--- config.mk ---
export PLATFORM = sky130hd
export DESIGN_NAME = serial_subtractor_flat
export DESIGN_NICKNAME = d
export VERILOG_FILES = /design/src/rtl/serial_subtractor_pkg.sv /design/src/rtl/serial_subtractor_if.sv /design/src/rtl/serial_subtractor_fs.sv /design/src/rtl/serial_subtractor.sv /design/src/flat_wrapper.sv
export SDC_FILE = /design/constraint.sdc
export NUM_CORES = 1
export LEC_CHECK = 0
export ABC_CLOCK_PERIOD_IN_PS = 2100
export CAP_MARGIN = 40
export CORE_ASPECT_RATIO = 0.7
export CORE_UTILIZATION = 50
export DETAILED_ROUTE_END_ITERATION = 10
export DONT_BUFFER_PORTS = 1
export MAX_ROUTING_LAYER = met4
export PLACE_DENSITY = 0.66
export SETUP_SLACK_MARGIN = 0.05
export SYNTH_ARGS = -nofsm -noshare
export SYNTH_HDL_FRONTEND = slang
export SYNTH_HIERARCHICAL = 1
export SYNTH_SLANG_ARGS = --single-unit
--- constraint.sdc ---
create_clock -name clk -period 2.1 [get_ports clk]
set_clock_uncertainty 0.15 [all_clocks]
set_input_delay 0.105 -clock clk [delete_from_list [all_inputs] [get_ports clk]]
set_output_delay 0.105 -clock clk [all_outputs]
set_load 0.1 [all_outputs]
--- src/rtl/serial_subtractor_pkg.sv ---
// serial_subtractor_pkg: FSM state encodings and flag bit positions shared by the serial subtractor.
package serial_subtractor_pkg;

    typedef enum logic [1:0] {
        SS_IDLE  = 2'd0,
        SS_SHIFT = 2'd1,
        SS_DONE  = 2'd2
    } state_t;

    localparam int FLAG_N = 3;
    localparam int FLAG_Z = 2;
    localparam int FLAG_C = 1;
    localparam int FLAG_V = 0;

endpackage

--- src/rtl/serial_subtractor_if.sv ---
// serial_subtractor_if: start/busy/done handshake and operand/result bus; flags exist only with SERIAL_SUB_FLAGS_EN.
interface serial_subtractor_if #(parameter int WIDTH = 64);
    logic             start;
    logic [WIDTH-1:0] a;
    logic [WIDTH-1:0] b;
    logic             busy;
    logic             done;
    logic [WIDTH-1:0] diff;
    logic             borrow;
`ifdef SERIAL_SUB_FLAGS_EN
    logic [3:0]       flags;
    modport master (output start, a, b, input busy, done, diff, borrow, flags);
    modport slave  (input start, a, b, output busy, done, diff, borrow, flags);
`else
    modport master (output start, a, b, input busy, done, diff, borrow);
    modport slave  (input start, a, b, output busy, done, diff, borrow);
`endif
endinterface

--- src/rtl/serial_subtractor_fs.sv ---
// full_subtractor: 1-bit gate-level subtractor cell, diff = a ^ b ^ b_in with borrow-out.
module full_subtractor (
    input  logic a,
    input  logic b,
    input  logic b_in,
    output logic diff,
    output logic b_out
);
    logic x, na, nx, t_ab, t_br;
    xor g_x    (x, a, b);
    xor g_d    (diff, x, b_in);
    not g_na   (na, a);
    not g_nx   (nx, x);
    and g_ab   (t_ab, na, b);
    and g_br   (t_br, nx, b_in);
    or  g_bout (b_out, t_ab, t_br);
endmodule

--- src/rtl/serial_subtractor.sv ---
// serial_subtractor: LSB-first bit-serial a - b using one full_subtractor and a borrow flip-flop.
// Optional NZCV flags are built when SERIAL_SUB_FLAGS_EN is defined.
module serial_subtractor
    import serial_subtractor_pkg::*;
#(
    parameter int WIDTH = 64
) (
    input logic                clk,
    input logic                rst_n,
    serial_subtractor_if.slave bus
);
    localparam int CW = $clog2(WIDTH);

    state_t           state, state_n;
    logic [WIDTH-1:0] a_sh, b_sh, res, res_n, diff_q;
    logic [CW-1:0]    cnt;
    logic             br, d, bo, borrow_q, accept, last;

    // DONE is not busy, so a start there chains straight into the next operation
    assign accept = bus.start && state != SS_SHIFT;
    assign last   = state == SS_SHIFT && cnt == CW'(WIDTH - 1);
    assign res_n  = {d, res[WIDTH-1:1]};

    full_subtractor u_fs (
        .a    (a_sh[0]),
        .b    (b_sh[0]),
        .b_in (br),
        .diff (d),
        .b_out(bo)
    );

    always_ff @(posedge clk or negedge rst_n)
        if (!rst_n) state <= SS_IDLE;
        else        state <= state_n;

    always_comb begin
        state_n = state;
        state_n = accept ? SS_SHIFT :
                  last ? SS_DONE :
                  state == SS_DONE ? SS_IDLE : state;
    end

    always_ff @(posedge clk or negedge rst_n)
        if (!rst_n) begin
            a_sh     <= '0;
            b_sh     <= '0;
            res      <= '0;
            cnt      <= '0;
            br       <= 1'b0;
            diff_q   <= '0;
            borrow_q <= 1'b0;
        end else if (accept) begin
            a_sh <= bus.a;
            b_sh <= bus.b;
            cnt  <= '0;
            br   <= 1'b0;
        end else if (state == SS_SHIFT) begin
            a_sh <= a_sh >> 1;
            b_sh <= b_sh >> 1;
            res  <= res_n;
            br   <= bo;
            cnt  <= cnt + CW'(1);
            if (last) begin
                diff_q   <= res_n;
                borrow_q <= bo;
            end
        end

    assign bus.busy   = state == SS_SHIFT;
    assign bus.done   = state == SS_DONE;
    assign bus.diff   = diff_q;
    assign bus.borrow = borrow_q;

`ifdef SERIAL_SUB_FLAGS_EN
    logic       a_msb, b_msb;
    logic [3:0] flags_q;

    // operand sign bits are shifted out during the op, so keep copies for V
    always_ff @(posedge clk or negedge rst_n)
        if (!rst_n) begin
            a_msb   <= 1'b0;
            b_msb   <= 1'b0;
            flags_q <= '0;
        end else if (accept) begin
            a_msb <= bus.a[WIDTH-1];
            b_msb <= bus.b[WIDTH-1];
        end else if (last) begin
            flags_q[FLAG_N] <= res_n[WIDTH-1];
            flags_q[FLAG_Z] <= res_n == '0;
            flags_q[FLAG_C] <= ~bo;
            flags_q[FLAG_V] <= (a_msb != b_msb) && (res_n[WIDTH-1] != a_msb);
        end

    assign bus.flags = flags_q;
`endif

endmodule

--- src/flat_wrapper.sv ---
// flat-port wrapper written by rule: the top's interface ports become plain ports
module serial_subtractor_flat import serial_subtractor_pkg::*;
#(
    parameter int WIDTH = 64
)
  (clk, rst_n, bus_start, bus_a, bus_b, bus_busy, bus_done, bus_diff, bus_borrow);
  serial_subtractor_if #(.WIDTH(WIDTH)) bus_i ();
  input logic clk;
  input logic rst_n;
  input wire logic [$bits(bus_i.start)-1:0] bus_start;
  input wire logic [$bits(bus_i.a)-1:0] bus_a;
  input wire logic [$bits(bus_i.b)-1:0] bus_b;
  output wire logic [$bits(bus_i.busy)-1:0] bus_busy;
  output wire logic [$bits(bus_i.done)-1:0] bus_done;
  output wire logic [$bits(bus_i.diff)-1:0] bus_diff;
  output wire logic [$bits(bus_i.borrow)-1:0] bus_borrow;
  assign bus_i.start = bus_start;
  assign bus_i.a = bus_a;
  assign bus_i.b = bus_b;
  assign bus_busy = bus_i.busy;
  assign bus_done = bus_i.done;
  assign bus_diff = bus_i.diff;
  assign bus_borrow = bus_i.borrow;
  serial_subtractor #(.WIDTH(WIDTH)) u_core (.clk(clk), .rst_n(rst_n), .bus(bus_i));
endmodule
Word level (Yosys, flattened, before mapping)
Cells that the tools add are included.
{"block": "word_totals", "reg_bits": 266, "out_inout_bits": 67, "input_bits": 131, "word_cells": 38}
{"block": "classes", "n_mux": 11, "n_reduce_logical": 6, "n_bitwise": 8, "n_eq_ne": 4, "addsub": 1}
{"operator": "$mux 64", "count": 4}
{"operator": "$mux 6", "count": 2}
{"operator": "$add 6x1->6 const B", "count": 1}
{"operator": "$eq 6x6->1 const B", "count": 1}
{"operator": "$mux 2", "count": 3}
{"operator": "$not 1->1", "count": 3}
{"operator": "$reduce_and 3->1", "count": 1}
{"operator": "$reduce_bool 3->1", "count": 1}
{"operator": "$and 1x1->1", "count": 2}
{"operator": "$eq 2x1->1 const B", "count": 1}
{"operator": "$eq 2x2->1 const B", "count": 1}
{"operator": "$logic_and 1x1->1", "count": 2}
{"operator": "$mux 1", "count": 2}
{"operator": "$ne 2x1->1 const B", "count": 1}
{"operator": "$reduce_and 2->1", "count": 1}
{"operator": "$reduce_bool 2->1", "count": 1}
{"operator": "$xor 1x1->1", "count": 2}
{"operator": "$or 1x1->1", "count": 1}

Longest topological paths before layout
{"block": "logic_depth", "depth_word": 6, "mapped_depth": 8, "depth_no_buf": 5}

Hierarchy
Netlist, hierarchy kept.
{"mod": "serial_subtractor", "cells_each": 1006, "area_per_inst_um2": 11041.8, "seq_area_each_um2": 6631.4, "n_inst": 1}
{"mod": "full_subtractor", "cells_each": 4, "area_per_inst_um2": 31.3, "seq_area_each_um2": 0.0, "n_inst": 1}

Least setup slack after synthesis
OpenSTA, ideal clock, no wires.
{"block": "synth_path", "path_kind": "reg2out", "from": "register u_core.state[1]", "to": "output bus_done", "path_slack_ns": 0.058, "required_time_ns": 1.845, "arrival_ns": 1.787, "path_stages_with_launch": 2, "path_buffers": 0, "path_cell_list": "dfrtp_1 -> nor2b_1"}
{"block": "synth_between", "elab_chain_cells": 1}
{"item": "from (decl)", "line_no": "serial_subtractor.sv:14", "text": "state_t state, state_n;"}
{"item": "from (signal assigned)", "line_no": "serial_subtractor.sv:34", "text": "else state <= state_n;"}
{"item": "$eq 2x2->1", "line_no": "serial_subtractor.sv:70", "text": "assign bus.done = state == SS_DONE;"}
{"item": "to (decl)", "line_no": "flat_wrapper.sv:14", "text": "output wire logic [$bits(bus_i.done)-1:0] bus_done;"}
Every way passes these cells.

Final worst setup path
{"block": "layout_path", "from": "register u_core.state[1]", "to": "output bus_busy"}
{"block": "layout_between", "elab_chain_cells": 1}
{"item": "$eq 2x1->1", "line_no": "serial_subtractor.sv:69", "text": "assign bus.busy = state == SS_SHIFT;"}
{"item": "to (decl)", "line_no": "flat_wrapper.sv:13", "text": "output wire logic [$bits(bus_i.busy)-1:0] bus_busy;"}
Every way passes these cells.

==> impl_metrics.env <==
export IMPL_regToRegSetupSlack_ps=150
export IMPL_post_drt_wl_per_cell_um=17.3
export IMPL_grt_max_degree=266
export IMPL_worstPathMaxFanout=32
export IMPL_clkLatencyLatePin_ps=540
export IMPL_worst_setup_path_start_kind="flop"
export IMPL_grt_pass1_vias=8699
export IMPL_ys_ff_latch=265
export IMPL_rsz0062_at_grt="false"
export IMPL_yosys_cell_types_count=32
export IMPL_synth_cells=1010
export IMPL_nNetsFinal=1445
export IMPL_final_cell_mix="nand2_1, dfrtp_1, dlygate4sd3_1, mux2i_1, o21ai_0"
export IMPL_async_flop_share=1.00
export IMPL_final_setup_tns_ps=0
export IMPL_postSynthAreaPerCell_um2=11.0
export IMPL_relSlewSlack=0.500
export IMPL_place_ws_ps=-41.0
export IMPL_synth_simple_area_share=0.121
export IMPL_ir_drop_v=0.000944
export IMPL_r2r_start="u_core/cnt[1]"
export IMPL_layout_drive_gt1_share=0.121
export IMPL_drv_slew=0
export IMPL_synth_compound_area_frac=0.0610
export IMPL_post_route_util=0.708
export IMPL_grt_first_pass_wirelength_mm=44.9
export IMPL_period_share=0.944
export IMPL_synth_top_family_by_area="multiplexers"
export IMPL_overflow=0
export IMPL_finalWorstSetupSlack_ps=118
export IMPL_worstPathArrival_ps=1730
export IMPL_first_pass_iters=9
export IMPL_drt_iter0_markers=539
export IMPL_layout_commonest_cell="nand2_1"
export IMPL_synthMuxAreaShare=0.185
export IMPL_ant_nets=0
export IMPL_timing_fmax_mhz=504
export IMPL_final_hold_violation_count=265
export IMPL_die_h_um=127
export IMPL_p_comb_frac=0.377
export IMPL_wl_mm=27.9
export IMPL_hold_buffers=256
export IMPL_worstSetupPathType="reg -> out"
export IMPL_finalWeightedCongestion=0.726
export IMPL_slowest_delay_ps=480
export IMPL_cts_tree="yes"
export IMPL_ff2ff_path_depth=6
export IMPL_crit_chain="nand2b_4 -> clkinv_8 -> buf_6"
export IMPL_reg2reg_to="u_core/bus.diff[40]"
export IMPL_seq_power_share=0.394
export IMPL_dpl_cell_area_um2=11800
export IMPL_multiInputGateArea_um2=4110
export IMPL_cts_buffers=27
export IMPL_seq_area_frac_synth=0.599
export IMPL_fin_cells=1616
export IMPL_violations="design-rule violations, negative hold slack"
export IMPL_cts_sinks=265
export IMPL_viasPerCell=5.23
export IMPL_row_count=45
export IMPL_critPathRequiredTime_ps=1850
export IMPL_clock_power_share=0.229
export IMPL_power_density_nw_per_um2=1340
export IMPL_die_x_um=180
export IMPL_internal_power_mw=12.5
export IMPL_clk_path_buf_depth=3
export IMPL_synth_xor_area_share=0
export IMPL_netSwitchingFraction=0.393
export IMPL_stdcell_area_um2=15300
export IMPL_antenna_found_initial=2
export IMPL_status="complete, but fails checks"
export IMPL_num_fill_cells=1487
export IMPL_grtUsageTotal=0.253
export IMPL_dp_hpwl_mm=13.0
export IMPL_htree_levels=1
export IMPL_dp_cells=1303
export IMPL_slowest_stage="dfrtp_1"
export IMPL_synthToLayoutAreaGrowth_pct=38.6
export IMPL_synth_net_count=1143
export IMPL_worstSetupEndpointType="primary output"
export IMPL_switchingPower_mw=8.11
export IMPL_synth_main_ff_cell="dfrtp_1"
export IMPL_core_area_um2=21700
export IMPL_p_leak_nw=7.59
export IMPL_max_cap_violations=0
export IMPL_clk_pin_slew_ps=60
export IMPL_setup_violations=0
export IMPL_cp_startpoint="u_core/state[1]"
export IMPL_synth_edf_count=0
export IMPL_root_buffer="clkbuf_16"
export IMPL_holdWs_ps=-870
export IMPL_ios=198
export IMPL_dieArea_um2=22800
export IMPL_hp_class="in -> async"
export IMPL_synthAdderAreaFrac=0.00294
export IMPL_finalCriticalPeriod_ps=1980
export IMPL_tightest_slew_ps=747
export IMPL_start_util=0.511
export IMPL_place_port_buffers=0
export IMPL_route_detailed_drc=14
export IMPL_seqCellArea_um2=6630
export IMPL_netlist_area_um2=11100
export IMPL_yosys_warnings=6
export IMPL_vias=8453
==> area by class of cell <==
class / instances / share of cell area
clock inverters: 12 / 0.00644
inverters: 7 / 0.00253
repair buffers: 339 / 0.218
flip-flops and latches: 265 / 0.432
clock buffers: 37 / 0.0504
well taps: 282 / 0.0230
diodes: 2 / 0.000326
multi-input cells: 672 / 0.268
==> critical path: cells and delay by family (launching register included) <==
kind	cells	cell delay (ps)
DFF	1	480
and+or+nand+nor	1	260
buffers and inverters	2	430
==> registers in the layout (all words and copies together) (netlist names) <==
register and flops:
u_core/a_sh 64, u_core/b_sh 64, u_core/br 1, u_core/bus.borrow 1, u_core/bus.diff 64, u_core/cnt 6, u_core/res 63, u_core/state 2
==> how the worst max path moves through the flow <==
stage / endpoint
global placement: u_core/bus.diff[63]
CTS: bus_busy
global route: u_core/bus.diff[40]
finish: bus_busy
detailed placement: u_core/bus.diff[7]
floorplan: bus_done
==> logic make-up (layout without fill, tap and decap cells) <==
kind of cell / count (synthesis) / after routing
compound gates: 132 / 132
simple gates: 342 / 342
flops: 265 / 265
buf+inv: 73 / 395
mux: 196 / 196
fa+ha+maj: 2 / 2
other cells: 0 / 2
==> power by group through the flow <==
stage                     sequential, mW  combinational, mW  clock (mW)
after detailed placement            8.09               6.31           0
after global routing                8.33               8.40        5.01
after CTS                           8.03               7.45        4.81
final                               8.13               7.77        4.71
after floorplan                     9.97               2.94           0
after global placement              8.05               6.14           0
==> routing by layer <==
| layer | part of all wire | routed length [um] | global-route usage | vias up |
|---|---|---|---|---|
| li1 | - | - | - | 3993 |
| met1 | 0.44 | 12400 | 0.329 | 4172 |
| met2 | 0.48 | 13500 | 0.408 | 220 |
| met3 | 0.042 | 1160 | 0.0382 | 68 |
| met4 | 0.030 | 841 | 0.0887 | 0 |
| met5 | 0 | 0 | - | - |
==> synth_stat cells, types with 2 or more instances <==
library cell | count | share of area
nand3b_1 | 2 | 0.0014
mux2_1 | 39 | 0.040
clkbuf_1 | 30 | 0.010
dfrtp_1 | 265 | 0.60
mux2_2 | 27 | 0.027
inv_1 | 6 | 0.0020
nand2b_1 | 3 | 0.0017
buf_1 | 2 | 0.00068
nand3_1 | 2 | 0.00090
nor2_1 | 5 | 0.0017
mux2i_1 | 130 | 0.12
buf_2 | 28 | 0.013
o21ai_0 | 126 | 0.057
buf_4 | 2 | 0.0014
buf_6 | 4 | 0.0041
nand2_1 | 323 | 0.11
==> stage by stage <==
step                power (mW)  hold WS [ps]
global route              21.7          -893
global placement          14.2          -332
CTS                       20.3          -903
detailed placement        14.4          -334
floorplan                 12.9          -341
finish                    20.6          -870
==> what timing repair did <==
action	in CTS	in global routing
endpoints found under the setup margin	66	68
gates cloned	2	1
gates resized for setup	1	8
pin swaps	1	0
endpoints found under the hold margin	402	265
setup buffers	2	1
No activity file was read; power rests on OpenSTA's default activity.
